[config.mk]
export PLATFORM = sky130hd
export DESIGN_NAME = pla_tt_scanner
export DESIGN_NICKNAME = d
export VERILOG_FILES = /design/src/rtl/pla_tt_scanner.sv
export SDC_FILE = /design/constraint.sdc
export NUM_CORES = 1
export LEC_CHECK = 0
export BUFFER_PORTS_ARGS = -buffer_cell sky130_fd_sc_hd__buf_4
export CAP_MARGIN = 20
export CORE_MARGIN = 10
export CORE_UTILIZATION = 45
export CTS_CLUSTER_SIZE = 20
export DETAILED_ROUTE_END_ITERATION = 6
export PLACE_DENSITY = 0.64
export SYNTH_ARGS = -nofsm -noshare
export SYNTH_HDL_FRONTEND = slang
export SYNTH_SLANG_ARGS = --single-unit
[constraint.sdc]
create_clock -name clk -period 2.5 [get_ports clk]
set_input_delay 0.5 -clock clk [delete_from_list [all_inputs] [get_ports clk]]
set_output_delay 0.5 -clock clk [all_outputs]
set_load 0.01 [all_outputs]
[src/rtl/pla_tt_scanner.sv]
// Truth-table scanner: walks every minterm of a single-output function,
// packs the responses into words and streams them out with an onset count.
module pla_tt_scanner #(
    parameter int N_IN   = 12,
    parameter int WORD_W = 16
) (
    input  logic              clk,
    input  logic              rst_n,
    input  logic              start,
    output logic [N_IN-1:0]   x_out,
    input  logic              y_in,
    output logic [WORD_W-1:0] tt_data,
    output logic              tt_valid,
    input  logic              tt_ready,
    output logic              tt_last,
    output logic              busy,
    output logic              done,
    output logic [N_IN:0]     onset_count
);

    localparam int IW = $clog2(WORD_W);
    localparam logic [IW-1:0] IDX_LAST = IW'(WORD_W - 1);

    typedef enum logic [1:0] {
        S_IDLE,
        S_SCAN,
        S_DRAIN,
        S_FIN
    } state_t;

    state_t            state;
    logic [IW-1:0]     idx;
    logic [WORD_W-2:0] pack;

    logic out_free;
    logic idx_last;
    logic sample;
    logic load;
    logic accept;

    // The last bit of a word may only be sampled when the output slot is free.
    always_comb begin
        out_free = !tt_valid || tt_ready;
        idx_last = (idx == IDX_LAST);
        sample   = (state == S_SCAN) && (!idx_last || out_free);
        load     = sample && idx_last;
        accept   = tt_valid && tt_ready;
    end

    always_ff @(posedge clk or negedge rst_n) begin
        if (!rst_n) begin
            state       <= S_IDLE;
            x_out       <= '0;
            idx         <= '0;
            pack        <= '0;
            tt_data     <= '0;
            tt_valid    <= 1'b0;
            tt_last     <= 1'b0;
            busy        <= 1'b0;
            done        <= 1'b0;
            onset_count <= '0;
        end else begin
            done <= 1'b0;
            unique case (state)
                S_IDLE: begin
                    tt_valid <= 1'b0;
                    if (start) begin
                        state       <= S_SCAN;
                        busy        <= 1'b1;
                        onset_count <= '0;
                        x_out       <= '0;
                        idx         <= '0;
                    end
                end
                S_SCAN: begin
                    if (sample) begin
                        if (!idx_last) begin
                            pack[idx] <= y_in;
                        end
                        onset_count <= onset_count + (N_IN+1)'(y_in);
                        x_out       <= x_out + N_IN'(1);
                        idx         <= idx + IW'(1);
                    end
                    if (load) begin
                        tt_data  <= {y_in, pack};
                        tt_valid <= 1'b1;
                        tt_last  <= (x_out == '1);
                        if (x_out == '1) begin
                            state <= S_DRAIN;
                        end
                    end else if (accept) begin
                        tt_valid <= 1'b0;
                    end
                end
                S_DRAIN: begin
                    if (accept) begin
                        tt_valid <= 1'b0;
                        done     <= 1'b1;
                        busy     <= 1'b0;
                        state    <= S_FIN;
                    end
                end
                S_FIN: begin
                    state <= S_IDLE;
                end
                default: begin
                    state <= S_IDLE;
                end
            endcase
        end
    end

endmodule

==> qor.csv, run 1 <==
metric,value,unit
# DRC,0,
critical path peak fanout,36,
diode count,0,
area enclosed by the die boundary,0.0110,sq mm
mean instance size in the synthesized netlist,10.8,sq um
Pins Over Slew Limit,0,
initial antenna violation count,0,
final wirelength,7.12,mm
clock net sink count,66,
number of gates given a new drive strength after cts,0,
P_leak,1.78,nW
required time of the critical path,2.77,ns
count of pins on the block boundary,50,
total number of placement rows,30,
Syn Nets,316,
count of endpoints failing setup in the final report,0,
number of antenna-violating nets in the routed design,0,
RSZ-0062 raised after global routing,false,
register bit total from synthesis,66,
H-tree depth,3,
setup_tns,0,ns
CTS tree,done,
pin count of the biggest net entering global routing,67,
fin nets,366,
total of warnings raised by yosys,0,
HPWL Detailed,4.88,mm
multi-input gate area in the final layout,0.00148,sq mm
ratio of cells with drive above 1 in the final layout,0.307,
CP Launch Type,register,
final hold violation count,0,
"Arr. time, crit path",2.38,ns
Setup CP Type,register to register,
outcome,"finished, final reports clean",
Area Growth Syn to Fin,19.8,%
CTS Root Buffer Type,sky130_fd_sc_hd__clkbuf_8,
Finished Core Util,0.563,
register clock-pin slew on the reported worst setup and hold paths,0.07,ns
total power divided by cell area,764,mW/mm^2
max frequency,474,MHz
"commonest cells after routing, fill and taps aside","sky130_fd_sc_hd__dfrtp_1, sky130_fd_sc_hd__buf_4, sky130_fd_sc_hd__nand2_1, sky130_fd_sc_hd__mux2_2, sky130_fd_sc_hd__nand3_1",
postcts setup bufs,0,
number of port buffers,49,
final weighted congestion in routability-driven placement,0.753,
final setup skew,0.00826,ns
GRT Residual Overflow,0,
min Tclk post-route,2.11,ns
worst hold path class,primary input to asynchronous set/reset pin,
# hold bufs at CTS,0,
first-pass iteration count of the detailed router,4,
All-Layer GR Usage,0.131,
post-synthesis instance total,300,
overall die height,105,um
clock latency at the later pin of the worst-skew pair,0.34,ns
sequential fraction of the synthesis area,0.509,
worst-case headroom to the max-slew limit,0.443,
violation count after the first detailed-routing iteration,104,
vias,2457,
wire length of the first global-routing pass,12.1,mm
routed length per placed instance,15.8,um
starting density of the core,0.470,
power after layout,2.97,mW
fill cell instance count of the final layout,628,
overall die width,105,um
area of the core region,0.00691,sq mm
number of vias per cell,5.45,
total clock buffers created by CTS,9,
actual transition at the worst max-transition pin,0.836,ns
type of element capturing the critical path,register,
via count of the first global-routing pass,2459,
number of unique standard cell types used by synthesis,42,
Longest Clk Path Bufs,2,
footprint of the flip-flops and latches,0.00165,sq mm
maximum capacitance violations,0,
final cycle utilization of the critical path,0.844,
Post-Syn Area,0.00325,sq mm
most common library cell in the layout ignoring fill and taps,sky130_fd_sc_hd__dfrtp_1,
IR Drop Worst-Case VDD,0.388,mV
cells in the mapped netlist (all sizes together):
master / instances / area, sq um
and4: 2 / 20.0
or2: 2 / 12.5
or4b: 2 / 20.0
nor2: 13 / 48.8
a22o: 1 / 8.76
and2: 1 / 6.26
a21o: 1 / 15.0
and3b: 2 / 17.5
and3: 5 / 31.3
or3: 1 / 6.26
buf: 9 / 66.3
nand2: 35 / 131
clkbuf: 7 / 26.3
o31ai: 8 / 60.1
inv: 5 / 18.8
o211ai: 1 / 7.51
a211oi: 3 / 22.5
nand4: 3 / 18.8
mux2: 32 / 360
nand2b: 1 / 6.26
o221ai: 2 / 17.5
o21ai: 10 / 50.1
a31o: 1 / 8.76
nand3: 25 / 125
nor3: 6 / 30.0
a31oi: 4 / 25.0
o22ai: 1 / 6.26
xnor2: 1 / 8.76
ha: 11 / 138
a41oi: 1 / 16.3
a21oi: 12 / 60.1
mux2i: 2 / 20.0
nor2b: 7 / 43.8
nand3b: 3 / 22.5
a211o: 2 / 17.5
dfrtp: 66 / 1650
a41o: 4 / 40.0
or4: 7 / 52.6
nand4b: 1 / 8.76
flip-flops by register name, summed over array words and instances, names as in the netlist:
name         flops
tt_last          1
state            2
tt_data         16
tt_valid         1
busy             1
done             1
pack            15
x_out           12
onset_count     13
idx              4
critical path: stages, from the launching register on:
cell	delay [ns]
sky130_fd_sc_hd__dfrtp_1	0.43
sky130_fd_sc_hd__ha_1	0.32
sky130_fd_sc_hd__and4_4	0.26
sky130_fd_sc_hd__a21o_4	0.33
sky130_fd_sc_hd__or4_1	0.53
sky130_fd_sc_hd__a21oi_1	0.15
path summary, 6_finish.rpt:
| path | startpoint | end | slack, ns | cells past startpoint |
|---|---|---|---|---|
| min in group clk | start | busy | 0.38 | 2 |
| setup / recovery | idx[0] | onset_count[8] | 0.39 | 5 |
| setup reg to reg | idx[0] | onset_count[8] | 0.39 | 5 |
| max in group asynchronous | rst_n | onset_count[2] | 1.69 | 1 |
| hold reg to reg | pack[1] | tt_data[1] | 0.50 | 1 |
| hold / removal | rst_n | onset_count[7] | 0.24 | 1 |
report_power, final:
part | switching, mW | internal [mW]
Clock | 0.429 | 0.487
Sequential | 0.188 | 1.25
Combinational | 0.267 | 0.348
layer usage:
metal,GRT usage,vias up,part of all wire
li1,-,1197,-
met1,0.174,1199,0.49
met2,0.194,50,0.44
met3,0.0381,11,0.045
met4,0.0549,0,0.016
met5,0,-,0
area by class of cell:
class | count | share of cell area
clock buffer | 10 | 0.0354
clock inverter | 6 | 0.0170
inverter | 5 | 0.00482
multi-input combinational | 213 | 0.381
sequential | 66 | 0.424
tap | 96 | 0.0309
timing repair buffer | 55 | 0.106
metrics by stage:
step | worst slack [ns] | area (sq um) | instances | hold slack (ns)
CTS | 0.393 | 3890 | 451 | 0.292
global placement | 0.421 | 3690 | 435 | 0.490
detailed placement | 0.412 | 3690 | 435 | 0.491
global route | 0.250 | 3890 | 451 | 0.318
finish | 0.390 | 3890 | 451 | 0.241
floorplan | 0.536 | 3250 | 300 | 0.204
cells by family (layout without fill, tap and decap cells):
| logic type | after synthesis | after routing | share of synthesized area |
|---|---|---|---|
| buffers and inverters | 21 | 76 | 0.0343 |
| muxes | 34 | 34 | 0.117 |
| and+or+nand+nor | 116 | 116 | 0.185 |
| adders and majority gates | 11 | 11 | 0.0424 |
| AOI/OAI and AO/OA | 51 | 51 | 0.109 |
| DFF | 66 | 66 | 0.509 |
| xor gates and xnor gates | 1 | 1 | 0.00270 |
No activity file was read; power rests on OpenSTA's default activity.
==> run 2: changes to the inputs <==
PLACE_DENSITY = 0.66   (was 0.64)
clock period = 1.8 ns   (was 2.5 ns; I/O delays follow)
==> run 2 against run 1 <==
  * Combinational power up 80%
  * Sequential power up 36%
  * Worst hold slack better by 0.028 ns
  * The run now ends with setup timing left
  * Die area unchanged
  * Total power up 49%
  * Critical path depth up 1
  * Via count up 11%
  * Global-route usage up 2.3 points
  * Sequential share of layout area down 6.6 points
  * Register-to-register slack worse by 0.41 ns
==> qor.csv, run 2 (same netlist as run 1, synthesis figures left out) <==
metric,value,unit
outcome,"finished, violations left",
violations in the final reports,setup timing,
length of routed met2 wiring,4.16,mm
number of antenna-violating nets in the routed design,0,
max frequency,548,MHz
register clock-pin slew on the reported worst setup and hold paths,0.08,ns
Crit. path cell count,6,
portion of total power attributed to sequential cells,0.442,
via count of the first global-routing pass,2816,
R2R Path End,tt_data[12],
slowest cell on the critical path,sky130_fd_sc_hd__dfrtp_1,
critical path peak fanout,8,
path depth of the worst reg2reg path,6,
max FFs per register,16,
CP Launch Type,register,
Comb power frac,0.249,
Area Growth Syn to Fin,41.9,%
final cycle utilization of the critical path,1.01,
switching power of the nets,1.29,mW
total power divided by cell area,963,mW/mm^2
initial antenna violation count,0,
Longest Clk Path Bufs,2,
worst hold path class,primary input to register,
clock share of power,0.309,
total clock buffers created by CTS,9,
most common library cell in the layout ignoring fill and taps,sky130_fd_sc_hd__buf_4,
ratio of cells with drive above 1 in the final layout,0.474,
All-Layer GR Usage,0.154,
Max Used Layer,met4,
area of the core region,0.00691,sq mm
H-tree depth,3,
end point of the critical path,tt_data[12],
type of element capturing the critical path,register,
diode count,0,
IR Drop Worst-Case VDD,0.490,mV
Finished Core Util,0.667,
Setup WS pre-CTS,-0.0706,ns
overall die width,105,um
# DRC,0,
Pins Over Slew Limit,0,
count of pins on the block boundary,50,
CTS tree,done,
P_leak,2.12,nW
switching part of the total power,0.292,
overall die height,105,um
routed length per placed instance,16.8,um
amount of wire on met3 after detailed routing,372,um
"Worst Setup Slack, final",-0.0243,ns
"Arr. time, crit path",2.06,ns
clock latency at the later pin of the worst-skew pair,0.34,ns
number of vias per cell,5.47,
vias,2730,
maximum capacitance violations,0,
worst-case headroom to the max-slew limit,0.805,
final wirelength,8.40,mm
power after layout,4.44,mW
startpoint of the most critical setup path,state[1],
final weighted congestion in routability-driven placement,0.762,
setup_tns,-0.189,ns
number of port buffers,49,
GRT Residual Overflow,0,
violation count after the first detailed-routing iteration,112,
CTS Root Buffer Type,sky130_fd_sc_hd__clkbuf_8,
fill cell instance count of the final layout,548,
required time of the critical path,2.03,ns
M1 wire length,3.76,mm
Pint,3.14,mW
starting density of the core,0.470,
WP buf/inv,2,
fin nets,414,
worst path cell trace,inv_2 -> ha_4 -> and4_4 -> nor2b_4 -> bufbuf_16 -> mux2_4,
min Tclk post-route,1.82,ns
Setup CP Type,register to register,
launch instance of the worst register-to-register path,state[1],
area enclosed by the die boundary,0.0110,sq mm
total number of placement rows,30,
final hold violation count,0,
pin count of the biggest net entering global routing,33,
"commonest cells after routing, fill and taps aside","sky130_fd_sc_hd__buf_4, sky130_fd_sc_hd__dfrtp_1, sky130_fd_sc_hd__nand2_1, sky130_fd_sc_hd__nand3_1, sky130_fd_sc_hd__mux2_2",
register containing the most flip-flops in the final layout,tt_data,
HPWL Detailed,5.68,mm
clock net sink count,66,
crit-path max cell delay,0.39,ns
RSZ-0062 raised after global routing,true,
final setup skew,0.00930,ns
first-pass iteration count of the detailed router,4,
wire length of the first global-routing pass,14.1,mm
count of endpoints failing setup in the final report,11,
category of cells accounting for the largest share of critical-path delay,simple AND/OR/NAND/NOR gates,
Top Registers,"tt_data x16, pack x15, onset_count x13",
actual transition at the worst max-transition pin,0.287,ns
R2R setup slack,-0.02,ns
-- run 2: changes by cell type in the layout (fill, tap and decap cells not counted), sizes merged, moves of 2 or more --
cell,previous run,this run
a21o,1,3
buf,55,99
clkinv,2,4
clkinvlp,3,0
-- run 2: how the worst min path moves through the flow --
stage          start               to  slack, ns  depth (start not counted)
6_report       start             busy       0.27                          2
5_1_grt        start             busy       0.27                          2
3_3_place_gp   rst_n  onset_count[10]       0.26                          1
4_1_cts        start             busy       0.25                          2
3_5_place_dp   rst_n  onset_count[10]       0.26                          1
2_1_floorplan  rst_n             busy       0.06                          0
-- run 2: layout make-up --
class                           instances  area (sq um)  area share
Multi-Input combinational cell        215          1760       0.382
Tap cell                               96           120      0.0261
Clock buffer                           10           128      0.0277
Inverter                                5          18.8     0.00407
Sequential cell                        66          1650       0.359
Clock inverter                          6          91.3      0.0198
Timing Repair Buffer                  101           838       0.182
-- run 2: metrics by stage --
stage | area (sq um) | hold slack (ns) | cells
after floorplan | 3310 | 0.0644 | 300
after global placement | 4020 | 0.256 | 467
after detailed placement | 4020 | 0.263 | 467
after CTS | 4460 | 0.253 | 496
after global routing | 4610 | 0.273 | 499
final | 4610 | 0.269 | 499
-- run 2: per-layer routing --
layer,vias up,GRT usage
met5,-,0
met4,0,0.0647
met3,11,0.0344
met2,52,0.246
met1,1364,0.196
li1,1303,-
-- run 2: what timing repair did --
item | in CTS | in global routing
hold buffers | 1 | 0
hold endpoints to repair | 15 | 0
endpoints found under the setup margin | 30 | 48
setup buffers | 9 | 4
gates cloned | 3 | 0
resized for setup | 16 | 31
pin swaps | 16 | 10
-- run 2: power groups by stage --
stage                     logic (mW)  registers (mW)  clock network, mW
after global routing            1.23            2.01               1.47
after global placement          1.03            1.96                  0
after floorplan                0.454            2.03                  0
after CTS                       1.09            1.94               1.40
after detailed placement        1.07            1.97                  0
final                           1.11            1.96               1.37
==> run 3: changes to the inputs <==
TNS_END_PERCENT = 5   (was default)
==> run 3 against run 2 <==
  * The run still ends with setup timing left
  * Critical path depth is 1 higher
  * Cell area is 4.5% lower
  * First-iteration DRC count grew 1.8%
  * Flip-flop and latch count unchanged
  * Utilization shrank 3.0 points
  * Fmax increased by 0.34%
  * Worst setup slack gained 0.0062 ns
  * Routed wire length down 6.1%
  * Largest cell class unchanged
  * Largest power group unchanged
==> qor.csv, run 3 (same netlist as run 1, synthesis figures left out) <==
metric,value,unit
setup_tns,-0.0267,ns
CP Launch Type,register,
vias,2684,
Finished Core Util,0.638,
violations in the final reports,setup timing,
sink of the worst hold path,busy,
path depth of the worst reg2reg path,7,
clock net sink count,66,
"commonest cells after routing, fill and taps aside","sky130_fd_sc_hd__buf_4, sky130_fd_sc_hd__dfrtp_1, sky130_fd_sc_hd__nand2_1, sky130_fd_sc_hd__mux2_2, sky130_fd_sc_hd__nand3_1",
outcome,"finished, violations left",
# DRC,0,
"Worst Setup Slack, final",-0.0181,ns
Setup WS pre-CTS,-0.0826,ns
Pins Over Slew Limit,0,
final hold violation count,0,
via count of the first global-routing pass,2584,
most common library cell in the layout ignoring fill and taps,sky130_fd_sc_hd__buf_4,
IR Drop Worst-Case VDD,0.600,mV
number of port buffers,49,
worst-case headroom to the max-slew limit,0.750,
maximum capacitance violations,0,
clock latency at the later pin of the worst-skew pair,0.35,ns
GRT Residual Overflow,0,
register clock-pin slew on the reported worst setup and hold paths,0.08,ns
Longest Clk Path Bufs,2,
overall die width,105,um
total clock buffers created by CTS,9,
number of vias per cell,5.47,
min Tclk post-route,1.82,ns
P_leak,2.04,nW
Worst Hold Launch,start,
count of endpoints failing setup in the final report,5,
R2R Path End,state[1],
pin count of the biggest net entering global routing,33,
crit-path max cell delay,0.45,ns
RSZ-0062 raised after global routing,true,
final hold slack,0.239,ns
overall die height,105,um
worst path cell trace,inv_2 -> ha_4 -> buf_4 -> nor2b_1 -> a21oi_1 -> a41oi_4 -> mux2_2,
ratio of cells with drive above 1 in the final layout,0.433,
CTS tree,done,
Area Growth Syn to Fin,35.6,%
Setup CP Type,register to register,
length of routed met2 wiring,3.77,mm
Comb power frac,0.245,
CTS Root Buffer Type,sky130_fd_sc_hd__clkbuf_8,
type of element capturing the critical path,register,
M1 wire length,3.65,mm
H-tree depth,3,
count of pins on the block boundary,50,
final cycle utilization of the critical path,1.01,
area of the core region,0.00691,sq mm
HPWL Detailed,5.38,mm
clock share of power,0.308,
critical path peak fanout,3,
portion of total power attributed to sequential cells,0.447,
slowest cell on the critical path,sky130_fd_sc_hd__dfrtp_2,
total power divided by cell area,987,mW/mm^2
"Arr. time, crit path",2.06,ns
worst hold path class,primary input to register,
actual transition at the worst max-transition pin,0.373,ns
final weighted congestion in routability-driven placement,0.779,
max frequency,550,MHz
required time of the critical path,2.04,ns
fin nets,406,
switching part of the total power,0.311,
Pint,2.99,mW
diode count,0,
switching power of the nets,1.35,mW
violation count after the first detailed-routing iteration,114,
first-pass iteration count of the detailed router,4,
initial antenna violation count,0,
launch instance of the worst register-to-register path,state[0],
All-Layer GR Usage,0.142,
final wirelength,7.89,mm
starting density of the core,0.470,
register containing the most flip-flops in the final layout,tt_data,
final setup skew,0.00649,ns
max FFs per register,16,
routed length per placed instance,16.1,um
Max Used Layer,met4,
Top Registers,"tt_data x16, pack x15, onset_count x13",
worst hold stages,2,
R2R setup slack,-0.02,ns
number of antenna-violating nets in the routed design,0,
total number of placement rows,30,
wire length of the first global-routing pass,13.0,mm
area enclosed by the die boundary,0.0110,sq mm
amount of wire on met3 after detailed routing,391,um
-- run 3: cell count changes in the layout (fill, tap and decap cells not counted), moves of 3 or more --
cell / change
sky130_fd_sc_hd__buf_4: -8
sky130_fd_sc_hd__mux2_2: +6
sky130_fd_sc_hd__mux2_4: -6
sky130_fd_sc_hd__o31ai_1: +5
sky130_fd_sc_hd__o31ai_2: -5
sky130_fd_sc_hd__a21oi_2: -4
sky130_fd_sc_hd__or4_1: +4
sky130_fd_sc_hd__or4_4: -4
sky130_fd_sc_hd__a21oi_1: +3
sky130_fd_sc_hd__inv_6: +3
-- run 3: timing repair --
item | in CTS | in global routing
gates cloned | 3 | 0
resized for setup | 19 | 23
pin swaps | 15 | 4
buffers inserted | 3 | 1
endpoints found under the setup margin | 31 | 49
endpoints found under the hold margin | 19 | 0
hold buffers | 1 | 0
-- run 3: final cells by class --
class | count | area [sq um]
Fill cell | 579 | 2500
Multi-Input combinational cell | 215 | 1660
Sequential cell | 66 | 1650
Timing Repair Buffer | 93 | 743
Clock buffer | 9 | 124
Tap cell | 96 | 120
Clock inverter | 7 | 85.1
Inverter | 5 | 18.8
-- run 3: worst max-delay path by stage --
| stage | start | endpoint | slack, ns | depth (start not counted) |
|---|---|---|---|---|
| 4_1_cts | state[1] | state[1] | -0.03 | 7 |
| 6_report | state[0] | state[1] | -0.02 | 7 |
| 2_1_floorplan | idx[0] | onset_count[5] | -0.06 | 7 |
| 5_1_grt | state[0] | state[1] | -0.10 | 7 |
| 3_3_place_gp | y_in | onset_count[10] | -0.08 | 8 |
| 3_5_place_dp | state[0] | onset_count[2] | -0.08 | 7 |
-- run 3: metal layers --
layer,vias to the layer above,GRT usage
met2,64,0.224
met3,6,0.0412
met4,0,0.0510
met1,1332,0.182
met5,-,0
li1,1282,-
-- run 3: per-stage QoR --
| step | cells | total power [mW] | cell area (sq um) |
|---|---|---|---|
| final | 491 | 4.35 | 4400 |
| after global routing | 491 | 4.59 | 4400 |
| after CTS | 490 | 4.35 | 4310 |
| after detailed placement | 467 | 3.00 | 3960 |
| after global placement | 467 | 2.96 | 3960 |
| after floorplan | 300 | 2.46 | 3270 |
-- run 3: worst max-delay path, delay by kind of cell, from the launching register on --
kind,cells,cell delay (ns)
buffers and inverters,2,0.20
AND/OR/NAND/NOR,1,0.16
multiplexers,1,0.36
flip-flops,1,0.45
AO/OA/AOI/OAI,2,0.38
adder cells (fa/ha/maj),1,0.16
-- run 3: power by group through the flow --
stage / clock, mW / sequential, mW / combinational, mW
finish: 1.34 / 1.94 / 1.06
global route: 1.43 / 1.98 / 1.18
global placement: 0 / 1.95 / 1.01
floorplan: 0 / 2.03 / 0.428
CTS: 1.36 / 1.94 / 1.06
detailed placement: 0 / 1.96 / 1.04
